==> src/rtl/arbitro_comparador22_if.sv <==
// Requester/comparator bus for the shared comparator arbiter.
// The master side is the requester pool plus external comparator; the slave side is the arbiter.
interface arbitro_comparador22_if #(
    parameter int NUM_REQ = 4,
    parameter int CNT_W   = 8
);
    logic [NUM_REQ-1:0]   Req;
    logic [6*NUM_REQ-1:0] Valor;
    logic [NUM_REQ-1:0]   Ack;
    logic                 Resultado;
    logic [5:0]           CompEntrada;
    logic                 CompSalida;
    logic                 Ocupado;
    logic [CNT_W-1:0]     CuentaCoincidencias;

    modport master (
        output Req, Valor, CompSalida,
        input  Ack, Resultado, CompEntrada, Ocupado, CuentaCoincidencias
    );

    modport slave (
        input  Req, Valor, CompSalida,
        output Ack, Resultado, CompEntrada, Ocupado, CuentaCoincidencias
    );
endinterface

==> src/rtl/arbitro_comparador22.sv <==
// Round-robin arbiter that time-shares one external 6-bit set-membership comparator
// among NUM_REQ requesters, returning a registered result with a one-cycle acknowledge.
module arbitro_comparador22 #(
    parameter int NUM_REQ = 4,
    parameter int CNT_W   = 8
) (
    input  logic                   Clk,
    input  logic                   Reset,
    arbitro_comparador22_if.slave  bus
);
    localparam int IDX_W = (NUM_REQ > 1) ? $clog2(NUM_REQ) : 1;
    localparam logic [IDX_W:0] NUM_REQ_W = (IDX_W+1)'(NUM_REQ);

    localparam logic [1:0] INACTIVO = 2'd0;
    localparam logic [1:0] EVALUA   = 2'd1;
    localparam logic [1:0] RESPONDE = 2'd2;

    logic [1:0]           state_r;
    logic [IDX_W-1:0]     ptr_r;
    logic [IDX_W-1:0]     winner_r;
    logic [NUM_REQ-1:0]   ack_r;
    logic                 resultado_r;
    logic [5:0]           comp_entrada_r;
    logic                 ocupado_r;
    logic [CNT_W-1:0]     cuenta_r;

    logic [2*NUM_REQ-1:0] dbl_s;
    logic [NUM_REQ-1:0]   rot_s;
    logic [IDX_W-1:0]     offset_s;
    logic [IDX_W-1:0]     win_s;
    logic [5:0]           win_val_s;

    // (a + b) mod NUM_REQ for indices already below NUM_REQ
    function automatic logic [IDX_W-1:0] wrap_add(input logic [IDX_W-1:0] a,
                                                  input logic [IDX_W-1:0] b);
        logic [IDX_W:0] sum;
        sum = {1'b0, a} + {1'b0, b};
        if (sum >= NUM_REQ_W) begin
            sum = sum - NUM_REQ_W;
        end else begin
            sum = sum;
        end
        return sum[IDX_W-1:0];
    endfunction

    // Winner search: rotate Req so the pointer sits at bit 0, take the lowest set bit
    always_comb begin
        dbl_s    = {bus.Req, bus.Req} >> ptr_r;
        rot_s    = dbl_s[NUM_REQ-1:0];
        offset_s = '0;
        for (int k = NUM_REQ - 1; k >= 0; k--) begin
            if (rot_s[k]) begin
                offset_s = IDX_W'(k);
            end else begin
                offset_s = offset_s;
            end
        end
        win_s     = wrap_add(ptr_r, offset_s);
        win_val_s = 6'd0;
        for (int i = 0; i < NUM_REQ; i++) begin
            if (IDX_W'(i) == win_s) begin
                win_val_s = bus.Valor[6*i +: 6];
            end else begin
                win_val_s = win_val_s;
            end
        end
    end

    // Grant / evaluate / respond sequencer with saturating match counter
    always_ff @(posedge Clk) begin
        if (Reset) begin
            state_r        <= INACTIVO;
            ptr_r          <= '0;
            winner_r       <= '0;
            ack_r          <= '0;
            resultado_r    <= 1'b0;
            comp_entrada_r <= 6'd0;
            ocupado_r      <= 1'b0;
            cuenta_r       <= '0;
        end else begin
            case (state_r)
                INACTIVO: begin
                    ack_r <= '0;
                    if (|bus.Req) begin
                        comp_entrada_r <= win_val_s;
                        winner_r       <= win_s;
                        ocupado_r      <= 1'b1;
                        state_r        <= EVALUA;
                    end else begin
                        ocupado_r      <= 1'b0;
                        state_r        <= INACTIVO;
                    end
                end
                EVALUA: begin
                    resultado_r <= bus.CompSalida;
                    if (bus.CompSalida && (cuenta_r != {CNT_W{1'b1}})) begin
                        cuenta_r <= cuenta_r + {{(CNT_W-1){1'b0}}, 1'b1};
                    end else begin
                        cuenta_r <= cuenta_r;
                    end
                    ack_r     <= {{(NUM_REQ-1){1'b0}}, 1'b1} << winner_r;
                    ocupado_r <= 1'b1;
                    state_r   <= RESPONDE;
                end
                RESPONDE: begin
                    ack_r     <= '0;
                    ptr_r     <= wrap_add(winner_r, {{(IDX_W-1){1'b0}}, 1'b1});
                    ocupado_r <= 1'b0;
                    state_r   <= INACTIVO;
                end
                default: begin
                    ack_r     <= '0;
                    ocupado_r <= 1'b0;
                    state_r   <= INACTIVO;
                end
            endcase
        end
    end

    assign bus.Ack                 = ack_r;
    assign bus.Resultado           = resultado_r;
    assign bus.CompEntrada         = comp_entrada_r;
    assign bus.Ocupado             = ocupado_r;
    assign bus.CuentaCoincidencias = cuenta_r;
endmodule

==> src/flat_wrapper.sv <==
// flat-port wrapper written by rule: the top's interface ports become plain ports
module arbitro_comparador22_flat 
#(
    parameter int NUM_REQ = 4,
    parameter int CNT_W   = 8
)
  (Clk, Reset, bus_Req, bus_Valor, bus_CompSalida, bus_Ack, bus_Resultado, bus_CompEntrada, bus_Ocupado, bus_CuentaCoincidencias);
  arbitro_comparador22_if #(.NUM_REQ(NUM_REQ), .CNT_W(CNT_W)) bus_i ();
  input  logic Clk;
  input  logic Reset;
  input wire logic [$bits(bus_i.Req)-1:0] bus_Req;
  input wire logic [$bits(bus_i.Valor)-1:0] bus_Valor;
  input wire logic [$bits(bus_i.CompSalida)-1:0] bus_CompSalida;
  output wire logic [$bits(bus_i.Ack)-1:0] bus_Ack;
  output wire logic [$bits(bus_i.Resultado)-1:0] bus_Resultado;
  output wire logic [$bits(bus_i.CompEntrada)-1:0] bus_CompEntrada;
  output wire logic [$bits(bus_i.Ocupado)-1:0] bus_Ocupado;
  output wire logic [$bits(bus_i.CuentaCoincidencias)-1:0] bus_CuentaCoincidencias;
  assign bus_i.Req = bus_Req;
  assign bus_i.Valor = bus_Valor;
  assign bus_i.CompSalida = bus_CompSalida;
  assign bus_Ack = bus_i.Ack;
  assign bus_Resultado = bus_i.Resultado;
  assign bus_CompEntrada = bus_i.CompEntrada;
  assign bus_Ocupado = bus_i.Ocupado;
  assign bus_CuentaCoincidencias = bus_i.CuentaCoincidencias;
  arbitro_comparador22 #(.NUM_REQ(NUM_REQ), .CNT_W(CNT_W)) u_core (.Clk(Clk), .Reset(Reset), .bus(bus_i));
endmodule
==> config.mk <==
export PLATFORM = sky130hd
export DESIGN_NAME = arbitro_comparador22_flat
export DESIGN_NICKNAME = d
export VERILOG_FILES = /design/src/rtl/arbitro_comparador22_if.sv /design/src/rtl/arbitro_comparador22.sv /design/src/flat_wrapper.sv
export SDC_FILE = /design/constraint.sdc
export NUM_CORES = 1
export LEC_CHECK = 0
export CORE_MARGIN = 3
export CORE_UTILIZATION = 36
export DETAILED_ROUTE_END_ITERATION = 6
export PLACE_DENSITY_LB_ADDON = 0.12
export SLEW_MARGIN = 20
export SYNTH_ARGS = -nofsm -noshare
export SYNTH_HDL_FRONTEND = slang
export SYNTH_SLANG_ARGS = --single-unit
==> constraint.sdc <==
create_clock -name Clk -period 2.4 [get_ports Clk]
set_input_delay 0.36 -clock Clk [delete_from_list [all_inputs] [get_ports Clk]]
set_output_delay 0.36 -clock Clk [all_outputs]
set_load 0.02 [all_outputs]
[After elaboration in Yosys (flattened, before gate mapping)]
Cells that the tools add are included.
Word-level totals
  input bits: 31
  register bits after elaboration: 26
  output and inout bits: 20
Operators by class
  $lt $le $gt $ge: 2
  multiplexer cells: 14
  shift operators: 2
  equality and inequality tests: 6
  bitwise operators: 1
  reduce and logical (&&, ||, !) cells: 7
  add/sub/neg operators: 5
Operators with widths (number)
  2-to-1 mux 6 bit: 4
  2-to-1 mux 2 bit: 6
  adder 8 x 1 -> 8 bit (second input constant): 1
  != test 8 bit (second input constant): 1
  >> shifter 8 x 2 -> 4 bit: 1
  >= comparator 3 bit (second input constant): 2
  equality test 2 bit (first input constant): 2
  logical NOT 2 bit: 2
  case mux 2 bit (2 select lines): 1
  AND reduction 2 bit: 2
  OR reduction 4 bit: 1
  left shift 1 x 2 -> 4 bit (first input constant): 1
  subtractor 2 x 1 -> 2 bit (second input constant): 2
  adder 2 x 1 -> 3 bit (second input constant): 1
  adder 2 x 2 -> 3 bit: 1
  equality test 1 x 2 -> 1 bit (first input constant): 1
  equality test 2 x 1 -> 1 bit (second input constant): 1
  equality test 2 bit (second input constant): 1
  2-to-1 mux 1 bit: 2
  case mux 1 bit (2 select lines): 1
  OR reduction 2 bit: 1
  logical AND 1 bit: 1
  NOT 1 bit: 1

[Logic depth before layout (Yosys ltp)]
Gate-level depths: netlist (run 1).
  word-level depth: 13
  mapped depth: 11

[Worst setup path after synthesis (run 1)]
No wires, ideal clock.
  kind: input-to-reg
  from: input bus_Req[2]
  to: register u_core.comp_entrada_r[0], in the netlist u_core.bus.CompEntrada[0]
  setup time: 69 ps
  stages: 9
  required time: 2331 ps
  buffers on the path: 3
  arrival: 2440 ps
  setup slack: -109 ps
  path through: buf_6 > or4_2 > o2111ai_1 > ha_1 > buf_2 > clkbuf_1 > mux2i_1 > mux2_1 > o21ai_1
On the way
  cells in the longest elaborated chain, start to end: 13
  elaborated cells on any way between the ends: 19
  classes of those cells: add/sub: 2; order compare: 1; eq/ne: 3; shift: 1; mux: 9; reduce/logical: 3
RTL lines
  from (decl): line flat_wrapper.sv:11  | input wire logic [$bits(bus_i.Req)-1:0] bus_Req;
  >> shifter 8 x 2 -> 4 bit (*): line arbitro_comparador22.sv:48  | dbl_s = {bus.Req, bus.Req} >> ptr_r;
  2-to-1 mux 2 bit (3 in a row): line arbitro_comparador22.sv:52  | if (rot_s[k]) begin
  2-to-1 mux 2 bit (*): line arbitro_comparador22.sv:52
  adder 2 x 2 -> 3 bit (*): line arbitro_comparador22.sv:37  | sum = {1'b0, a} + {1'b0, b};
  >= comparator 3 bit or subtractor 2 x 1 -> 2 bit (tied branches): line arbitro_comparador22.sv:38, arbitro_comparador22.sv:39
  2-to-1 mux 2 bit (*): line arbitro_comparador22.sv:38  | if (sum >= NUM_REQ_W) begin
  net u_core.win_s[0]: line arbitro_comparador22.sv:30  | logic [IDX_W-1:0] win_s;
  logical NOT 2 bit: line arbitro_comparador22.sv:61  | if (IDX_W'(i) == win_s) begin
  2-to-1 mux 6 bit (3 in a row): line arbitro_comparador22.sv:61
  2-to-1 mux 6 bit (*): line arbitro_comparador22.sv:61
  to (signal assigned): line arbitro_comparador22.sv:85  | comp_entrada_r <= win_val_s;
  to (decl): line arbitro_comparador22.sv:23  | logic [5:0] comp_entrada_r;
The timed path passes the listed nets; every way through them passes the cells marked *.
A chain may end at the register's enable or synchronous reset.

[Final worst setup path (run 1)]
  from: input bus_Req[1]
  to: register u_core.comp_entrada_r[0], in the netlist u_core.bus.CompEntrada[0]
On the way
  cells in the longest elaborated chain, start to end: 13
  elaborated cells on any way between the ends: 19
  classes of those cells: add/sub: 2; order compare: 1; eq/ne: 3; shift: 1; mux: 9; reduce/logical: 3
RTL lines (line)
  >> shifter 8 x 2 -> 4 bit: arbitro_comparador22.sv:48
  2-to-1 mux 2 bit (4 in a row): arbitro_comparador22.sv:52
  adder 2 x 2 -> 3 bit: arbitro_comparador22.sv:37
  >= comparator 3 bit or subtractor 2 x 1 -> 2 bit (tied branches): arbitro_comparador22.sv:38, arbitro_comparador22.sv:39
  2-to-1 mux 2 bit: arbitro_comparador22.sv:38
  logical NOT 2 bit: arbitro_comparador22.sv:61
  2-to-1 mux 6 bit (4 in a row): arbitro_comparador22.sv:61
Parallel ways exist; a longest one is shown, timed or not.

==> impl_metrics.xml, run 1 <==
<?xml version="1.0" encoding="UTF-8"?>
<metrics>
  <group name="status">
    <metric name="status" unit="">completed</metric>
  </group>
  <group name="synth">
    <metric name="ys_dominant_reg_cell" unit="">sky130_fd_sc_hd__dfxtp_1</metric>
    <metric name="syn-instance-count" unit="">147</metric>
    <metric name="synth-seq-area-share" unit="%">38.24</metric>
    <metric name="synthesis.yosys.warnings" unit="">0</metric>
    <metric name="synth-async-reset-ratio" unit="%">0</metric>
    <metric name="synth.cell_area" unit="mm²">0.001361</metric>
    <metric name="synth-edff-count" unit="">0</metric>
    <metric name="synth_fp_nets" unit="">180</metric>
    <metric name="synth_cell_types" unit="">40</metric>
    <metric name="postSynthAreaPerCell" unit="µm²">9.261</metric>
    <metric name="synth-seq-cells" unit="">26</metric>
  </group>
  <group name="timing">
    <metric name="timing.clock.skew" unit="ps">5.579</metric>
    <metric name="finalCriticalPeriod" unit="ps">2286</metric>
    <metric name="final-max-slew-violation-count" unit="">0</metric>
    <metric name="worstMarginPinSlew" unit="ps">423.2</metric>
    <metric name="hold_viol_final" unit="">0</metric>
    <metric name="timing.final.crit_share" unit="%">95.25</metric>
    <metric name="slew-limit-headroom" unit="%">71.78</metric>
    <metric name="timing.fmax" unit="GHz">0.4375</metric>
    <metric name="fin_ws" unit="ps">114.0</metric>
    <metric name="finalSetupViolations" unit="">0</metric>
  </group>
  <group name="route">
    <metric name="drtPass1Iterations" unit="">4</metric>
    <metric name="drc_errors" unit="">0</metric>
    <metric name="wl" unit="mm">3.444</metric>
    <metric name="avgRoutedWirePerCell" unit="µm">13.78</metric>
    <metric name="met1_length" unit="mm">1.489</metric>
    <metric name="dr_total_vias" unit="">1238</metric>
    <metric name="top_signal_layer_used" unit="">met4</metric>
    <metric name="drt-initial-drc-count" unit="">21</metric>
    <metric name="met2WireLength" unit="mm">1.788</metric>
    <metric name="dr_wl_met3" unit="µm">99</metric>
    <metric name="post_drt_via_cell_ratio" unit="">4.952</metric>
    <metric name="drt.antenna.violating_nets" unit="">0</metric>
  </group>
  <group name="worst_setup_path">
    <metric name="rr_startpoint" unit="">u_core.ptr_r[0]</metric>
    <metric name="endpoint_kind" unit="">register</metric>
    <metric name="startpoint_type" unit="">input pin</metric>
    <metric name="critical_path_arrival" unit="ps">2490</metric>
    <metric name="worst-endpoint-required" unit="ps">2610</metric>
    <metric name="crit_path_category" unit="">in -&gt; reg</metric>
    <metric name="regToRegSetupSlack" unit="ps">170</metric>
    <metric name="critPathMaxFanout" unit="">6</metric>
    <metric name="cp-startpoint" unit="">bus_Req[1]</metric>
  </group>
  <group name="die">
    <metric name="initial_utilization" unit="%">38.95</metric>
    <metric name="row_count" unit="">21</metric>
    <metric name="area_enclosed_by_the_die_boundary" unit="mm²">0.004556</metric>
    <metric name="io_pins" unit="">51</metric>
    <metric name="chipHeight" unit="µm">67.50</metric>
    <metric name="fp.dieW" unit="µm">67.50</metric>
    <metric name="fp.coreArea" unit="mm²">0.003495</metric>
  </group>
  <group name="power">
    <metric name="powerDensity" unit="mW/mm²">557.1</metric>
    <metric name="post_layout_total_power" unit="mW">1.155</metric>
    <metric name="power_leakage" unit="nW">0.8185</metric>
    <metric name="vdd.ir_drop.worst" unit="mV">0.2723</metric>
  </group>
  <group name="placement">
    <metric name="io_buffer_count" unit="">50</metric>
    <metric name="instance_count_after_placement_with_tap_cells_included" unit="">245</metric>
    <metric name="dp_slack" unit="ps">-392.3</metric>
    <metric name="place.gp.congestion" unit="">0.7279</metric>
    <metric name="post-dp-hpwl" unit="mm">2.510</metric>
  </group>
  <group name="clock_tree">
    <metric name="htreeDepth" unit="">1</metric>
    <metric name="cts-buffers-inserted" unit="">3</metric>
    <metric name="clockRootBuffer" unit="">sky130_fd_sc_hd__clkbuf_8</metric>
    <metric name="tritoncts_num_sinks" unit="">26</metric>
    <metric name="clk-insertion-delay-late" unit="ps">270</metric>
    <metric name="cts_max_path_buffers" unit="">2</metric>
    <metric name="worst_setup_hold_path_clk_slew" unit="ps">90</metric>
    <metric name="cts_tree" unit="">done</metric>
  </group>
  <group name="final_layout">
    <metric name="filler_cell_count_in_the_final_layout" unit="">308</metric>
    <metric name="mostFrequentLayoutCell" unit="">sky130_fd_sc_hd__clkdlybuf4s50_1</metric>
    <metric name="drive_gt1_share" unit="%">16.67</metric>
    <metric name="diodes" unit="">0</metric>
    <metric name="final_non_filler_cells" unit="">250</metric>
    <metric name="area.growth.synth_to_final" unit="%">52.30</metric>
    <metric name="layout_common_cells" unit="">47 x sky130_fd_sc_hd__clkdlybuf4s50_1, 26 x sky130_fd_sc_hd__dfxtp_1, 23 x sky130_fd_sc_hd__nor2_1</metric>
    <metric name="nNetsFinal" unit="">238</metric>
  </group>
  <group name="global_route">
    <metric name="via_count_of_the_first_global_routing_pass" unit="">1252</metric>
    <metric name="first_pass_grt_wire_length" unit="mm">5.299</metric>
    <metric name="global_route.overflow_total" unit="">0</metric>
    <metric name="grt_start_max_net_pins" unit="">23</metric>
    <metric name="grt_antenna_before_repair" unit="">0</metric>
    <metric name="track_usage" unit="%">15.17</metric>
  </group>
  <group name="worst_hold_path">
    <metric name="timing.hold.worst.class" unit="">reg -&gt; reg</metric>
    <metric name="hold_wc_startpoint" unit="">u_core.bus.Resultado</metric>
  </group>
  <group name="job">
    <metric name="maxCapViolCount" unit="">0</metric>
  </group>
</metrics>
-- power breakdown --
part / internal [mW] / switching, mW / total (mW)
clock network: 0.147 / 0.136 / 0.283
logic: 0.217 / 0.161 / 0.378
registers: 0.464 / 0.0300 / 0.494
total: 0.828 / 0.327 / 1.16
-- synth_stat cells (all sizes together), types with 4 or more instances --
master,n,area (µm²)
clkbuf,4,15.01
nand3b,7,52.55
o21ai,6,30.02
mux2i,13,130.1
buf,6,52.54
xnor2,6,71.32
nand2,7,26.28
nor2,24,90.09
mux2,6,71.31
dfxtp,26,520.5
xor2,4,35.03
-- registers in the layout (all words and copies together) (netlist names) --
name	count
u_core.bus.CuentaCoincidencias	8
u_core.bus.CompEntrada	6
u_core.bus.Ack	4
u_core.ptr_r	2
u_core.state_r	2
u_core.winner_r	2
u_core.bus.Ocupado	1
u_core.bus.Resultado	1
-- metrics by stage --
| step | setup TNS (ps) | instance area [µm²] | utilization (%) | hold WS [ps] |
|---|---|---|---|---|
| 2_1_floorplan | 0 | 1365 | - | 427.7 |
| 3_3_place_gp | -1994 | 1942 | 55.57 | 454.7 |
| 3_5_place_dp | -2415 | 1942 | 55.57 | 456.5 |
| 4_1_cts | 0 | 2036 | 58.25 | 472.0 |
| 5_1_grt | -9.713 | 2073 | 59.33 | 498.3 |
| 6_report | 0 | 2073 | 59.33 | 465.5 |
-- repair_timing --
action,4_1_cts,5_1_grt
resized for setup,10,8
setup endpoints to repair,6,5
pin swaps,2,4
setup buffers,0,1
hold buffers,0,0
endpoints found under the hold margin,0,0
-- layout make-up --
type | count | area (µm²) | share of cell area [%]
clock buffers | 4 | 55.05 | 2.655
inverters | 3 | 11.26 | 0.5431
multi-input cells | 108 | 827.0 | 39.89
flip-flops and latches | 26 | 520.5 | 25.11
well taps | 46 | 57.56 | 2.776
repair buffers | 63 | 601.8 | 29.03
-- logic make-up (layout without fill, tap and decap cells) --
group | after synthesis | in the layout | share of synthesized area, %
AOI/OAI and AO/OA | 19 | 19 | 9.835
xor gates and xnor gates | 10 | 10 | 7.812
adders and majority gates | 2 | 2 | 1.838
buffers and inverters | 13 | 70 | 5.789
DFF | 26 | 26 | 38.24
muxes | 19 | 19 | 14.80
and+or+nand+nor | 58 | 58 | 21.69
-- path summary, 6_finish.rpt --
check                                                  to  cells after the start
worst max-delay path            u_core.bus.CompEntrada[0]                      9
worst min-delay path                 u_core.bus.Resultado                      2
worst max register to register  u_core.bus.CompEntrada[0]                     10
worst min register to register       u_core.bus.Resultado                      2
-- critical path: stages --
cell and delay [ps]:
sky130_fd_sc_hd__clkdlybuf4s50_1 490, sky130_fd_sc_hd__nor2_1 70, sky130_fd_sc_hd__or4_4 420, sky130_fd_sc_hd__o2111ai_2 120
sky130_fd_sc_hd__ha_4 200, sky130_fd_sc_hd__xnor2_4 90, sky130_fd_sc_hd__xnor2_4 300, sky130_fd_sc_hd__mux2_4 330
sky130_fd_sc_hd__o21ai_1 120
-- layer usage --
metal	vias up	global-route usage, %
li1	630	-
met1	577	18.12
met2	22	26.73
met3	9	1.997
met4	0	6.835
met5	-	0
Power figures use the tool's default switching activity.
==> run 2, diff against run 1 <==
--- a/config.mk
+++ b/config.mk
@@ -8,6 +8,7 @@
 export CORE_MARGIN = 3
 export CORE_UTILIZATION = 36
 export DETAILED_ROUTE_END_ITERATION = 6
+export MAX_ROUTING_LAYER = met4
 export PLACE_DENSITY_LB_ADDON = 0.12
 export SLEW_MARGIN = 20
 export SYNTH_ARGS = -nofsm -noshare
==> constraint.sdc (replaced) <==
create_clock -name Clk -period 2 [get_ports Clk]
set_input_delay 0.3 -clock Clk [delete_from_list [all_inputs] [get_ports Clk]]
set_output_delay 0.3 -clock Clk [all_outputs]
set_load 0.02 [all_outputs]
==> impl_metrics.xml, run 2 (synthesis results as in run 1) <==
<?xml version="1.0" encoding="UTF-8"?>
<metrics>
  <group name="status">
    <metric name="status" unit="">finished with violations</metric>
    <metric name="violations" unit="">negative setup slack</metric>
  </group>
  <group name="worst_setup_path">
    <metric name="crit_path_category" unit="">in -&gt; reg</metric>
    <metric name="timing.critical_path.cells" unit="">clkdlybuf4s15_2 -&gt; or4_4 -&gt; o2111ai_4 -&gt; ha_4 -&gt; xnor2_4 -&gt; xnor2_4 -&gt; buf_6 -&gt; mux2_4 -&gt; o21ai_1</metric>
    <metric name="path_common_cell" unit="">sky130_fd_sc_hd__xnor2_4</metric>
    <metric name="endpoint_kind" unit="">register</metric>
    <metric name="startpoint_type" unit="">input pin</metric>
    <metric name="critical_path_arrival" unit="ps">2240</metric>
    <metric name="critPathMaxFanout" unit="">6</metric>
    <metric name="worst-endpoint-required" unit="ps">2210</metric>
    <metric name="worst_path_largest_cell_delay" unit="ps">540</metric>
    <metric name="cpMaxStageDelayCell" unit="">sky130_fd_sc_hd__or4_4</metric>
  </group>
  <group name="clock_tree">
    <metric name="tritoncts_num_sinks" unit="">26</metric>
    <metric name="htreeDepth" unit="">1</metric>
    <metric name="worst_setup_hold_path_clk_slew" unit="ps">90</metric>
    <metric name="clk-insertion-delay-late" unit="ps">270</metric>
    <metric name="cts_hold_buffers_added" unit="">0</metric>
    <metric name="cts_max_path_buffers" unit="">2</metric>
    <metric name="cts_tree" unit="">done</metric>
    <metric name="clockRootBuffer" unit="">sky130_fd_sc_hd__clkbuf_8</metric>
    <metric name="cts-buffers-inserted" unit="">3</metric>
  </group>
  <group name="die">
    <metric name="fp.coreArea" unit="mm²">0.003495</metric>
    <metric name="fp.dieW" unit="µm">67.50</metric>
    <metric name="io_pins" unit="">51</metric>
    <metric name="initial_utilization" unit="%">38.95</metric>
    <metric name="row_count" unit="">21</metric>
    <metric name="area_enclosed_by_the_die_boundary" unit="mm²">0.004556</metric>
    <metric name="chipHeight" unit="µm">67.50</metric>
  </group>
  <group name="route">
    <metric name="post_drt_via_cell_ratio" unit="">4.962</metric>
    <metric name="wl" unit="mm">3.477</metric>
    <metric name="drc_errors" unit="">0</metric>
    <metric name="drt-initial-drc-count" unit="">52</metric>
    <metric name="drtPass1Iterations" unit="">4</metric>
    <metric name="drt.antenna.violating_nets" unit="">0</metric>
    <metric name="avgRoutedWirePerCell" unit="µm">13.22</metric>
    <metric name="dr_total_vias" unit="">1305</metric>
  </group>
  <group name="timing">
    <metric name="unrepaired_setup_endpoints_after_global_routing" unit="">true</metric>
    <metric name="finalSetupViolations" unit="">5</metric>
    <metric name="timing.fmax" unit="GHz">0.4914</metric>
    <metric name="worstMarginPinSlew" unit="ps">435.2</metric>
    <metric name="timing.clock.skew" unit="ps">1.408</metric>
    <metric name="final-max-slew-violation-count" unit="">0</metric>
    <metric name="fin_ws" unit="ps">-34.92</metric>
    <metric name="slew-limit-headroom" unit="%">70.72</metric>
    <metric name="hold_viol_final" unit="">0</metric>
    <metric name="finalCriticalPeriod" unit="ps">2035</metric>
    <metric name="timing.final.crit_share" unit="%">101.7</metric>
  </group>
  <group name="power">
    <metric name="vdd.ir_drop.worst" unit="mV">0.3308</metric>
    <metric name="powerDensity" unit="mW/mm²">691.0</metric>
    <metric name="power_leakage" unit="nW">0.9038</metric>
  </group>
  <group name="global_route">
    <metric name="via_count_of_the_first_global_routing_pass" unit="">1365</metric>
    <metric name="global_route.overflow_total" unit="">0</metric>
    <metric name="grt_antenna_before_repair" unit="">0</metric>
    <metric name="first_pass_grt_wire_length" unit="mm">5.796</metric>
    <metric name="grt_start_max_net_pins" unit="">23</metric>
    <metric name="track_usage" unit="%">17.01</metric>
  </group>
  <group name="placement">
    <metric name="post-dp-hpwl" unit="mm">2.554</metric>
    <metric name="place.gp.congestion" unit="">0.8640</metric>
    <metric name="placedInstanceArea" unit="mm²">0.002074</metric>
    <metric name="io_buffer_count" unit="">50</metric>
    <metric name="dp_slack" unit="ps">-664.6</metric>
  </group>
  <group name="final_layout">
    <metric name="drive_gt1_share" unit="%">24.88</metric>
    <metric name="layout_common_cells" unit="">46 x sky130_fd_sc_hd__clkdlybuf4s50_1, 25 x sky130_fd_sc_hd__dfxtp_1, 24 x sky130_fd_sc_hd__nor2_1</metric>
    <metric name="nNetsFinal" unit="">251</metric>
    <metric name="area.growth.synth_to_final" unit="%">65.81</metric>
    <metric name="largest_register_ff_count" unit="">8</metric>
    <metric name="final_cell_area" unit="mm²">0.002257</metric>
    <metric name="diodes" unit="">0</metric>
    <metric name="mostFrequentLayoutCell" unit="">sky130_fd_sc_hd__clkdlybuf4s50_1</metric>
  </group>
  <group name="job">
    <metric name="maxCapViolCount" unit="">0</metric>
  </group>
  <group name="worst_hold_path">
    <metric name="timing.hold.worst.class" unit="">reg -&gt; reg</metric>
  </group>
</metrics>
[run 2: stage by stage]
stage / cells / hold WS [ps] / TNS [ps] / total power, mW / utilization (%)
finish: 263 / 483.3 / -117.8 / 1.560 / 64.59
global route: 263 / 512.4 / -535.9 / 1.632 / 64.59
CTS: 260 / 490.4 / -151.8 / 1.542 / 63.37
detailed placement: 255 / 471.9 / -4602 / 1.081 / 59.36
global placement: 255 / 454.5 / -3948 / 1.072 / 59.36
floorplan: 147 / 402.8 / -523.7 / 0.8944 / -
[run 2: final timing paths]
kind                        start  slack, ps  cells past startpoint                   endpoint
max reg2reg       u_core.ptr_r[0]        -30                      8  u_core.bus.CompEntrada[2]
min reg2reg  u_core.bus.Resultado        480                      2       u_core.bus.Resultado
max                    bus_Req[2]        -30                      9  u_core.bus.CompEntrada[2]
min          u_core.bus.Resultado        480                      2       u_core.bus.Resultado
[run 2: area by class of cell]
class	count	area [µm²]
multi-input combinational	108	882.1
tap	46	57.56
fill	305	1237
clock buffer	3	41.29
inverter	3	11.26
timing repair buffer	76	710.7
sequential	26	524.3
clock inverter	1	30.03
[run 2: report_power, final]
part	leakage [nW]	switching (mW)	internal (mW)
logic	0.655	0.214	0.319
clock network	0.0357	0.165	0.268
registers	0.213	0.0374	0.557
total	0.904	0.416	1.14
[run 2: metal layers]
metal / vias up / share of wire, % / global-route usage, %
met4: 0 / 1.2 / 4.304
met2: 41 / 52 / 31.71
met1: 605 / 40 / 17.55
li1: 652 / - / -
met3: 7 / 6.5 / 4.326
met5: - / 0 / -
[run 2: repair_timing]
action / in CTS / in global routing
endpoints found under the setup margin: 7 / 7
hold endpoints to repair: 0 / 0
resized for setup: 16 / 8
pin swaps: 10 / 4
buffers inserted: 1 / 5
gates cloned: 0 / 0
[run 2: critical path: cells and delay by family]
family	cells	cell delay [ps]
fa+ha+maj	1	190
compound gates	2	240
buf+inv	2	390
simple gates	1	540
xor+xnor	2	290
mux	1	290
